<file path="src/rtl/fir_tap_sequencer_if.sv">
// Host coefficient-update handshake plus the shared SRAM bank bus.
// The host side takes the master modport and the sequencer the slave modport.
interface fir_tap_sequencer_if #(
  parameter int P_NUM_BANKS = 4,
  parameter int P_ADDR_W    = 4,
  parameter int P_DATA_W    = 16
);
  logic                   iUpdValid;
  logic [5:0]             iUpdAddr;
  logic [P_DATA_W-1:0]    iUpdData;
  logic                   oUpdReady;
  logic [P_NUM_BANKS-1:0] oCsnRam;
  logic                   oWrnRam;
  logic [P_ADDR_W-1:0]    oAddrRam;
  logic [1:0]             oModuleSel;
  logic [P_DATA_W-1:0]    oWtDtRam;

  modport master (
    output iUpdValid, iUpdAddr, iUpdData,
    input  oUpdReady, oCsnRam, oWrnRam, oAddrRam, oModuleSel, oWtDtRam
  );

  modport slave (
    input  iUpdValid, iUpdAddr, iUpdData,
    output oUpdReady, oCsnRam, oWrnRam, oAddrRam, oModuleSel, oWtDtRam
  );
endinterface

</file>
<file path="src/rtl/fir_tap_sequencer.sv">
// FIR coefficient-store sequencer: per-sample tap read sweep with MAC gating,
// and host coefficient writes between samples.
module fir_tap_sequencer #(
  parameter int P_NUM_TAPS  = 10,
  parameter int P_NUM_BANKS = 4,
  parameter int P_ADDR_W    = 4,
  parameter int P_DATA_W    = 16
) (
  input  logic               iClk12M,
  input  logic               iRsn,
  input  logic               iEnSample600k,
  input  logic               iCoeffUpdateFlag,
  input  logic               iErrClr,
  fir_tap_sequencer_if.slave bus,
  output logic               oEnMAC,
  output logic               oAccClr,
  output logic               oMacDone,
  output logic               oBusy,
  output logic               oOverrun,
  output logic               oUpdErr
);

  typedef enum logic [2:0] {IDLE, CLR, READ, DRAIN, UPDATE} state_t;

  localparam logic [3:0]          L_TAP_LIMIT = 4'(P_NUM_TAPS);
  localparam logic [P_ADDR_W-1:0] L_LAST_TAP  = P_ADDR_W'(P_NUM_TAPS - 1);

  state_t                 state, nextState;
  logic [P_ADDR_W-1:0]    tapCnt, tapCntD;
  logic [P_NUM_BANKS-1:0] csnD;
  logic                   wrnD;
  logic [P_ADDR_W-1:0]    addrD;
  logic [1:0]             selD;
  logic [P_DATA_W-1:0]    dataD;
  logic                   enMacD, accClrD, macDoneD, busyD, readyD, overrunD, updErrD;

  logic [1:0] updBank;
  logic [3:0] updTap;
  logic       wrFire, tapLegal, lastTap, missedStrike;

  assign updBank      = bus.iUpdAddr[5:4];
  assign updTap       = bus.iUpdAddr[3:0];
  assign wrFire       = bus.iUpdValid & bus.oUpdReady;
  assign tapLegal     = (updTap < L_TAP_LIMIT);
  assign lastTap      = (tapCnt == L_LAST_TAP);
  // A strike is only usable from IDLE and only when no update is requested.
  assign missedStrike = iEnSample600k & ((state != IDLE) | iCoeffUpdateFlag);

  always_comb begin
    nextState = state;
    case (state)
      IDLE:    if (iCoeffUpdateFlag) nextState = UPDATE;
               else if (iEnSample600k) nextState = CLR;
      CLR:     nextState = READ;
      READ:    if (lastTap) nextState = DRAIN;
      DRAIN:   nextState = IDLE;
      UPDATE:  if (!iCoeffUpdateFlag) nextState = IDLE;
      default: nextState = IDLE;
    endcase
  end

  // Outputs are computed from the upcoming state so that, once registered,
  // they line up with the state they describe.
  always_comb begin
    // NOTE: every target gets a default first so no path can infer a latch.
    csnD     = '1;
    wrnD     = 1'b1;
    addrD    = bus.oAddrRam;
    selD     = bus.oModuleSel;
    dataD    = bus.oWtDtRam;
    tapCntD  = tapCnt;
    accClrD  = (nextState == CLR);
    busyD    = (nextState inside {CLR, READ, DRAIN});
    enMacD   = (state == READ);
    macDoneD = (state == DRAIN);
    readyD   = (nextState == UPDATE);
    overrunD = missedStrike ? 1'b1 : (iErrClr ? 1'b0 : oOverrun);
    updErrD  = (wrFire && !tapLegal) ? 1'b1 : (iErrClr ? 1'b0 : oUpdErr);

    case (nextState)
      CLR:  tapCntD = '0;
      READ: begin
        if (state == READ) tapCntD = tapCnt + 1'b1;
        csnD  = '0;
        addrD = tapCntD;
      end
      default: ;
    endcase

    // A write accepted on the exit edge of UPDATE still lands here.
    if (wrFire && tapLegal) begin
      csnD  = ~(P_NUM_BANKS'(1) << updBank);
      wrnD  = 1'b0;
      addrD = P_ADDR_W'(updTap);
      selD  = updBank;
      dataD = bus.iUpdData;
    end
  end

  always_ff @(posedge iClk12M or negedge iRsn) begin
    if (!iRsn) begin
      state          <= IDLE;
      tapCnt         <= '0;
      bus.oCsnRam    <= '1;
      bus.oWrnRam    <= 1'b1;
      bus.oAddrRam   <= '0;
      bus.oModuleSel <= '0;
      bus.oWtDtRam   <= '0;
      bus.oUpdReady  <= 1'b0;
      oEnMAC         <= 1'b0;
      oAccClr        <= 1'b0;
      oMacDone       <= 1'b0;
      oBusy          <= 1'b0;
      oOverrun       <= 1'b0;
      oUpdErr        <= 1'b0;
    end else begin
      // NOTE: non-blocking so every register samples pre-edge values.
      state          <= nextState;
      tapCnt         <= tapCntD;
      bus.oCsnRam    <= csnD;
      bus.oWrnRam    <= wrnD;
      bus.oAddrRam   <= addrD;
      bus.oModuleSel <= selD;
      bus.oWtDtRam   <= dataD;
      bus.oUpdReady  <= readyD;
      oEnMAC         <= enMacD;
      oAccClr        <= accClrD;
      oMacDone       <= macDoneD;
      oBusy          <= busyD;
      oOverrun       <= overrunD;
      oUpdErr        <= updErrD;
    end
  end

endmodule

</file>
<file path="src/flat_wrapper.sv">
// flat-port wrapper written by rule: the top's interface ports become plain ports
module fir_tap_sequencer_flat 
#(
  parameter int P_NUM_TAPS  = 10,
  parameter int P_NUM_BANKS = 4,
  parameter int P_ADDR_W    = 4,
  parameter int P_DATA_W    = 16
)
  (iClk12M, iRsn, iEnSample600k, iCoeffUpdateFlag, iErrClr, oEnMAC, oAccClr, oMacDone, oBusy, oOverrun, oUpdErr, bus_iUpdValid, bus_iUpdAddr, bus_iUpdData, bus_oUpdReady, bus_oCsnRam, bus_oWrnRam, bus_oAddrRam, bus_oModuleSel, bus_oWtDtRam);
  fir_tap_sequencer_if #(.P_NUM_BANKS(P_NUM_BANKS), .P_ADDR_W(P_ADDR_W), .P_DATA_W(P_DATA_W)) bus_i ();
  input  logic iClk12M;
  input  logic iRsn;
  input  logic iEnSample600k;
  input  logic iCoeffUpdateFlag;
  input  logic iErrClr;
  output logic oEnMAC;
  output logic oAccClr;
  output logic oMacDone;
  output logic oBusy;
  output logic oOverrun;
  output logic oUpdErr;
  input wire logic [$bits(bus_i.iUpdValid)-1:0] bus_iUpdValid;
  input wire logic [$bits(bus_i.iUpdAddr)-1:0] bus_iUpdAddr;
  input wire logic [$bits(bus_i.iUpdData)-1:0] bus_iUpdData;
  output wire logic [$bits(bus_i.oUpdReady)-1:0] bus_oUpdReady;
  output wire logic [$bits(bus_i.oCsnRam)-1:0] bus_oCsnRam;
  output wire logic [$bits(bus_i.oWrnRam)-1:0] bus_oWrnRam;
  output wire logic [$bits(bus_i.oAddrRam)-1:0] bus_oAddrRam;
  output wire logic [$bits(bus_i.oModuleSel)-1:0] bus_oModuleSel;
  output wire logic [$bits(bus_i.oWtDtRam)-1:0] bus_oWtDtRam;
  assign bus_i.iUpdValid = bus_iUpdValid;
  assign bus_i.iUpdAddr = bus_iUpdAddr;
  assign bus_i.iUpdData = bus_iUpdData;
  assign bus_oUpdReady = bus_i.oUpdReady;
  assign bus_oCsnRam = bus_i.oCsnRam;
  assign bus_oWrnRam = bus_i.oWrnRam;
  assign bus_oAddrRam = bus_i.oAddrRam;
  assign bus_oModuleSel = bus_i.oModuleSel;
  assign bus_oWtDtRam = bus_i.oWtDtRam;
  fir_tap_sequencer #(.P_NUM_TAPS(P_NUM_TAPS), .P_NUM_BANKS(P_NUM_BANKS), .P_ADDR_W(P_ADDR_W), .P_DATA_W(P_DATA_W)) u_core (.iClk12M(iClk12M), .iRsn(iRsn), .iEnSample600k(iEnSample600k), .iCoeffUpdateFlag(iCoeffUpdateFlag), .iErrClr(iErrClr), .bus(bus_i), .oEnMAC(oEnMAC), .oAccClr(oAccClr), .oMacDone(oMacDone), .oBusy(oBusy), .oOverrun(oOverrun), .oUpdErr(oUpdErr));
endmodule
</file>
<file path="config.mk">
export PLATFORM = sky130hd
export DESIGN_NAME = fir_tap_sequencer_flat
export DESIGN_NICKNAME = d
export VERILOG_FILES = /design/src/rtl/fir_tap_sequencer_if.sv /design/src/rtl/fir_tap_sequencer.sv /design/src/flat_wrapper.sv
export SDC_FILE = /design/constraint.sdc
export NUM_CORES = 1
export LEC_CHECK = 0
export CAP_MARGIN = 15
export CORE_ASPECT_RATIO = 0.7
export CORE_MARGIN = 1
export CORE_UTILIZATION = 40
export DETAILED_ROUTE_END_ITERATION = 10
export PLACE_DENSITY = 0.84
export SKIP_LAST_GASP = 1
export SLEW_MARGIN = 20
export SYNTH_ARGS = -nofsm -noshare
export SYNTH_HDL_FRONTEND = slang
export SYNTH_SLANG_ARGS = --single-unit
</file>
<file path="constraint.sdc">
create_clock -name iClk12M -period 4.39 [get_ports iClk12M]
set_input_delay 1.317 -clock iClk12M [delete_from_list [all_inputs] [get_ports iClk12M]]
set_output_delay 1.317 -clock iClk12M [all_outputs]
set_load 0.005 [all_outputs]
</file>
# Word level (Yosys, flattened, before mapping)
# Index checks and enable logic that the tools add are counted.
[word_totals]
wordCells = 55
ramBits = 0
latchBits = 0
register_bits = 41
in_bits = 28
output_inout_bits = 34
mem_count = 0
mem_bits_ro = 0
[classes]
bitwise = 4
mul = 0
magnitude_cmp = 1
n_addsub = 1
shift = 1
muxes = 15
div = 0
eq_ne = 9
reduce_logical = 10
[ops]
columns = ["cell", "n"]
rows = [
  ["$mux 4", 5],
  ["$eq 3x2->1 const B", 4],
  ["$mux 3", 4],
  ["$pmux 3 s4", 1],
  ["$pmux 4 s2", 1],
  ["$reduce_bool 2->1", 4],
  ["$eq 3x1->1 const B", 2],
  ["$eq 3x3->1 const B", 2],
  ["$reduce_bool 3->1", 2],
  ["$add 4x1->4 const B", 1],
  ["$eq 4x4->1 const B", 1],
  ["$lt 4x4->1 const B", 1],
  ["$mux 1", 4],
  ["$not 4->4", 1],
  ["$shl 1x2->4 const A", 1],
  ["$logic_not 3->1", 1],
  ["$and 1x1->1", 2],
  ["$logic_and 1x1->1", 2],
  ["$logic_not 1->1", 1],
  ["$or 1x1->1", 1],
]

# Longest topological paths before layout
[logic_depth]
word_depth = 6
depth_mapped = 7
ltp_nobuf = 6

# Worst setup path before layout
# No wires, ideal clock.
[synth_timing]
path_kind = "input to register"
start = "input port bus_iUpdAddr[2]"
end = "register u_core.bus.oAddrRam[0]"
slack_ns = 1.890
t_required_ns = 4.268
stages = 7
t_arrival_ns = 2.377
path_buffers = 2
setup_ns = 0.122
cell_sequence = "o21ai_0 -> nor2b_1 -> clkbuf_1 -> clkinv_1 -> clkbuf_1 -> nor2_1 -> a21oi_1"
[synth_between]
elab_chain_cells = 3
elab_cells_between_ends = 4
cone_classes = "1 x order compare; 1 x mux; 2 x reduce/logical"
[synth_rtl]
columns = ["element", "line_no", "text"]
rows = [
  ["start, declared", "flat_wrapper.sv:23", "input wire logic [$bits(bus_i.iUpdAddr)-1:0] bus_iUpdAddr;"],
  ["$lt 4x4->1 (*)", "fir_tap_sequencer.sv:44", "assign tapLegal = (updTap < L_TAP_LIMIT);"],
  ["$logic_and 1x1->1 (*)", "fir_tap_sequencer.sv:91", "if (wrFire && tapLegal) begin"],
  ["$mux 4 / $reduce_bool 2->1 (equally long branches)", "-", ""],
  ["end signal, assigned", "fir_tap_sequencer.sv:122", "bus.oAddrRam <= addrD;"],
  ["end, declared", "fir_tap_sequencer_if.sv:25", "output oUpdReady, oCsnRam, oWrnRam, oAddrRam, oModuleSel, oWtDtRam"],
]
# Mark *: on every way between the ends. The rest lies on a longest branch, timed or not.
# A chain may end at the register's enable or synchronous reset.

# Worst setup path after layout
[layout_timing]
start = "input port bus_iUpdAddr[2]"
end = "register u_core.bus.oAddrRam[2]"
[layout_between]
elab_chain_cells = 3
elab_cells_between_ends = 4
cone_classes = "1 x order compare; 1 x mux; 2 x reduce/logical"
[layout_rtl]
columns = ["element", "line_no"]
rows = [
  ["$lt 4x4->1", "fir_tap_sequencer.sv:44"],
  ["$logic_and 1x1->1", "fir_tap_sequencer.sv:91"],
  ["$mux 4 / $reduce_bool 2->1 (equally long branches)", "-"],
]
# Several ways; a longest one is shown, not always the timed one.

==> metrics.md <==
| Metric | Value |
|---|---|
| Outcome | `finished, final reports clean` |
| Synth Area in Adders | `1.52%` |
| Max Fanout on Critical Path | `27` |
| Initial Util | `41.8%` |
| First-pass GRT wire length | `6180 um` |
| Crit-path cells | `clkdlybuf4s50_1 > o21ai_0 > nor2b_2 > buf_4 > clkinv_1 > a32oi_1 > o31ai_1` |
| Sequential fraction of the synthesis area | `62.5%` |
| Max-slew headroom | `41.4%` |
| Drt wl/cell | `12.8 um` |
| Largest family of logic cells by synthesized area | `simple AND/OR/NAND/NOR gates` |
| F_max | `0.293 GHz` |
| Clk slew on worst S/H paths | `0.07 ns` |
| Final Cell Area | `2430 um2` |
| Max stage delay cell, worst path | `clkinv_1` |
| CP required | `4.55 ns` |
| Slew Viols, Final | `0` |
| DRT iter0 DRCs | `58` |
| Clk root buf | `clkbuf_8` |
| PwrDens | `595 nW/um2` |
| Hold Buf Count CTS | `0` |
| Synth Cell Area | `1650 um2` |
| DP HPWL | `2600 um` |
| Fin nets | `258` |
| Crit share post-route | `77.8%` |
| Post-layout util | `61.5%` |
| Std-Cell Rows | `19` |
| Slew @ Worst Pin | `0.879 ns` |
| Post_cts resized | `0` |
| Largest net degree at the start of global routing | `42` |
| CTS tree | `done` |
| Simple-gate area share of the yosys netlist | `21.4%` |
| Final std cells w/o fill | `281` |
| CP Data Arrival Time | `3.58 ns` |
| Placeable Area | `3950 um2` |
| Reg2reg start | `u_core.bus.oUpdReady` |
| Worst IR Drop VDD | `291 uV` |
| Filler cells | `347` |
| Post-Syn Nets | `194` |
| Routed Antenna Nets | `0` |
| Die Wd | `78.8 um` |
| TritonCTS Buffers | `5` |
| Startpoint types | `input pin` |
| Ant. Diodes | `0` |
| R2R setup slack | `2.23 ns` |
| Number of synthesized flops with an enable pin | `0` |
| Initial antenna violation count | `0` |
| Ys flop type | `dfrtp_1` |
| WHS Path Cells | `2` |
| Die height | `55.7 um` |
| Syn Area/Cell | `10.1 um2` |
| Synth Area in Compound Gates | `10.4%` |
| Aggregate global routing overflow | `0` |
| Vias per inst | `4.78` |
| 1st-pass router iterations | `4` |
| Clock Path Buffers | `2` |
| RSZ-0062 raised after global routing | `no` |
| Clk Latency, worst-skew pair | `0.28 ns` |
| Drt total wl | `3610 um` |
| DRC violations left | `0` |
| Area Growth Syn to Fin | `47.1%` |
| Final TNS setup | `0 ns` |
| Post-CTS Setup Bufs | `0` |
| Fraction of registers with async set/reset | `100%` |
| Xor and xnor area share after synthesis | `1.06%` |
| Number of global-route vias before repair | `1,296` |
| Setup Skew | `0.00144 ns` |
| Dpl cell area | `2310 um2` |
| Final hold violations | `0` |
| Yosys warning count | `0` |
| Post-Synthesis Cells | `164` |
| Fin crit period | `3.41 ns` |
| Vias | `1,344` |
| Global-route usage over all layers | `18.6%` |
| Sink of the worst hold path | `u_core.bus.oWtDtRam[8]` |
| MaxCap Viol Count | `0` |
| Ports | `62` |
| PortBufs | `61` |
| Max incr delay on CP | `0.63 ns` |
| # setup viols final | `0` |
| Placed Cells | `273` |
| Layout cells sized above 1 | `9.17%` |
| Sink Count | `41` |
| Flop and latch count out of synthesis | `41` |
| CP Class | `input pin to flip-flop` |
| Die area | `4390 um2` |
| R2R depth | `6` |
| Netlist cell types | `35` |
| Crit. End Element | `flip-flop` |
| Mux contribution to synthesized area | `0%` |
| HP Class | `flip-flop to flip-flop` |
| Worst min-delay path startpoint | `u_core.bus.oWtDtRam[8]` |
| Reg-to-Reg End | `u_core.bus.oAddrRam[2]` |
| Final GP Congestion | `0.864` |
| Leak | `1.11 nW` |
| CTS H-tree depth | `2` |
==> layout make-up <==
class | instances | area (um2) | share of cell area (%)
Timing Repair Buffer | 62 | 613 | 25.3
Multi-Input combinational cell | 111 | 569 | 23.5
Inverter | 7 | 31.3 | 1.29
Clock buffer | 7 | 86.3 | 3.56
Tap cell | 52 | 65.1 | 2.68
Sequential cell | 41 | 1030 | 42.5
Clock inverter | 1 | 30.0 | 1.24
==> sequential cells by signal, indices dropped and copies added (netlist names) <==
register               count
u_core.bus.oModuleSel      2
u_core.tapCnt              4
u_core.bus.oCsnRam         4
u_core.state               3
u_core.oEnMAC              1
u_core.oBusy               1
u_core.bus.oWrnRam         1
u_core.bus.oUpdReady       1
u_core.bus.oWtDtRam       16
u_core.bus.oAddrRam        4
u_core.oMacDone            1
u_core.oOverrun            1
u_core.oUpdErr             1
u_core.oAccClr             1
==> worst max-delay path by stage <==
stage	depth (start not counted)	endpoint	startpoint	slack, ns
after floorplan	7	u_core.bus.oAddrRam[0]	bus_iUpdAddr[2]	1.89
after global placement	7	u_core.bus.oAddrRam[2]	bus_iUpdAddr[2]	0.67
after detailed placement	7	u_core.bus.oAddrRam[1]	bus_iUpdAddr[2]	0.59
after CTS	7	u_core.bus.oAddrRam[2]	bus_iUpdAddr[2]	0.91
after global routing	7	u_core.bus.oAddrRam[2]	bus_iUpdAddr[2]	0.70
final	7	u_core.bus.oAddrRam[2]	bus_iUpdAddr[2]	0.98
==> metrics by stage <==
| step | worst slack (ns) | hold WS (ns) | power, mW |
|---|---|---|---|
| 2_1_floorplan | 1.89 | 0.470 | 0.815 |
| 5_1_grt | 0.702 | 0.517 | 1.55 |
| 6_report | 0.975 | 0.476 | 1.44 |
| 3_5_place_dp | 0.591 | 0.465 | 1.15 |
| 3_3_place_gp | 0.669 | 0.457 | 1.13 |
| 4_1_cts | 0.911 | 0.480 | 1.46 |
==> metal layers <==
layer,vias up,part of all wire [%],global-route usage (%)
met5,-,0,0
met4,0,0.33,3.97
met3,2,6.6,7.21
met2,42,45,28.1
met1,633,48,25.6
li1,667,-,-
==> synthesized netlist by cell type (2+ instances only) <==
| library cell | number | area, um2 |
|---|---|---|
| a21oi_1 | 5 | 25.0 |
| clkbuf_1 | 4 | 15.0 |
| nand3_1 | 4 | 20.0 |
| o22ai_1 | 2 | 12.5 |
| ha_1 | 2 | 25.0 |
| inv_1 | 5 | 18.8 |
| dfstp_2 | 5 | 131 |
| nand2_1 | 59 | 221 |
| a32oi_1 | 2 | 17.5 |
| dfrtp_1 | 36 | 901 |
| nor2_1 | 8 | 30.0 |
| o21ai_0 | 6 | 30.0 |
| or3_1 | 2 | 12.5 |
| nor3b_1 | 3 | 22.5 |
==> worst max-delay path: cells and delay by family <==
family                 cells  cell delay [ns]
AOI/OAI and AO/OA          3             0.76
buffers and inverters      3             1.32
and+or+nand+nor            1             0.17
==> power by group <==
| group | leakage (nW) | total, mW | switching [mW] | internal [mW] |
|---|---|---|---|---|
| logic | 0.543 | 0.520 | 0.203 | 0.317 |
| clock network | 0.0585 | 0.304 | 0.119 | 0.185 |
| registers | 0.513 | 0.620 | 0.0898 | 0.530 |
==> cells by family after synthesis <==
logic type	Yosys count
DFF	41
and+or+nand+nor	82
buffers and inverters	12
AOI/OAI and AO/OA	25
xor gates and xnor gates	2
adders and majority gates	2
==> layout by cell type, fill, tap and decap left out, types with 2 or more instances in the layout <==
master,synthesis,final
inv_1,5,5
or3_1,2,2
dfrtp_1,36,36
o21ai_0,6,6
nand3_1,4,4
a21oi_1,5,5
nand2_1,59,59
nor2_1,8,8
clkbuf_8,0,6
clkdlybuf4s50_1,0,60
dfstp_2,5,5
ha_1,2,2
a32oi_1,2,2
o22ai_1,2,2
nor3b_1,3,3
No activity file was read; power rests on OpenSTA's default activity.
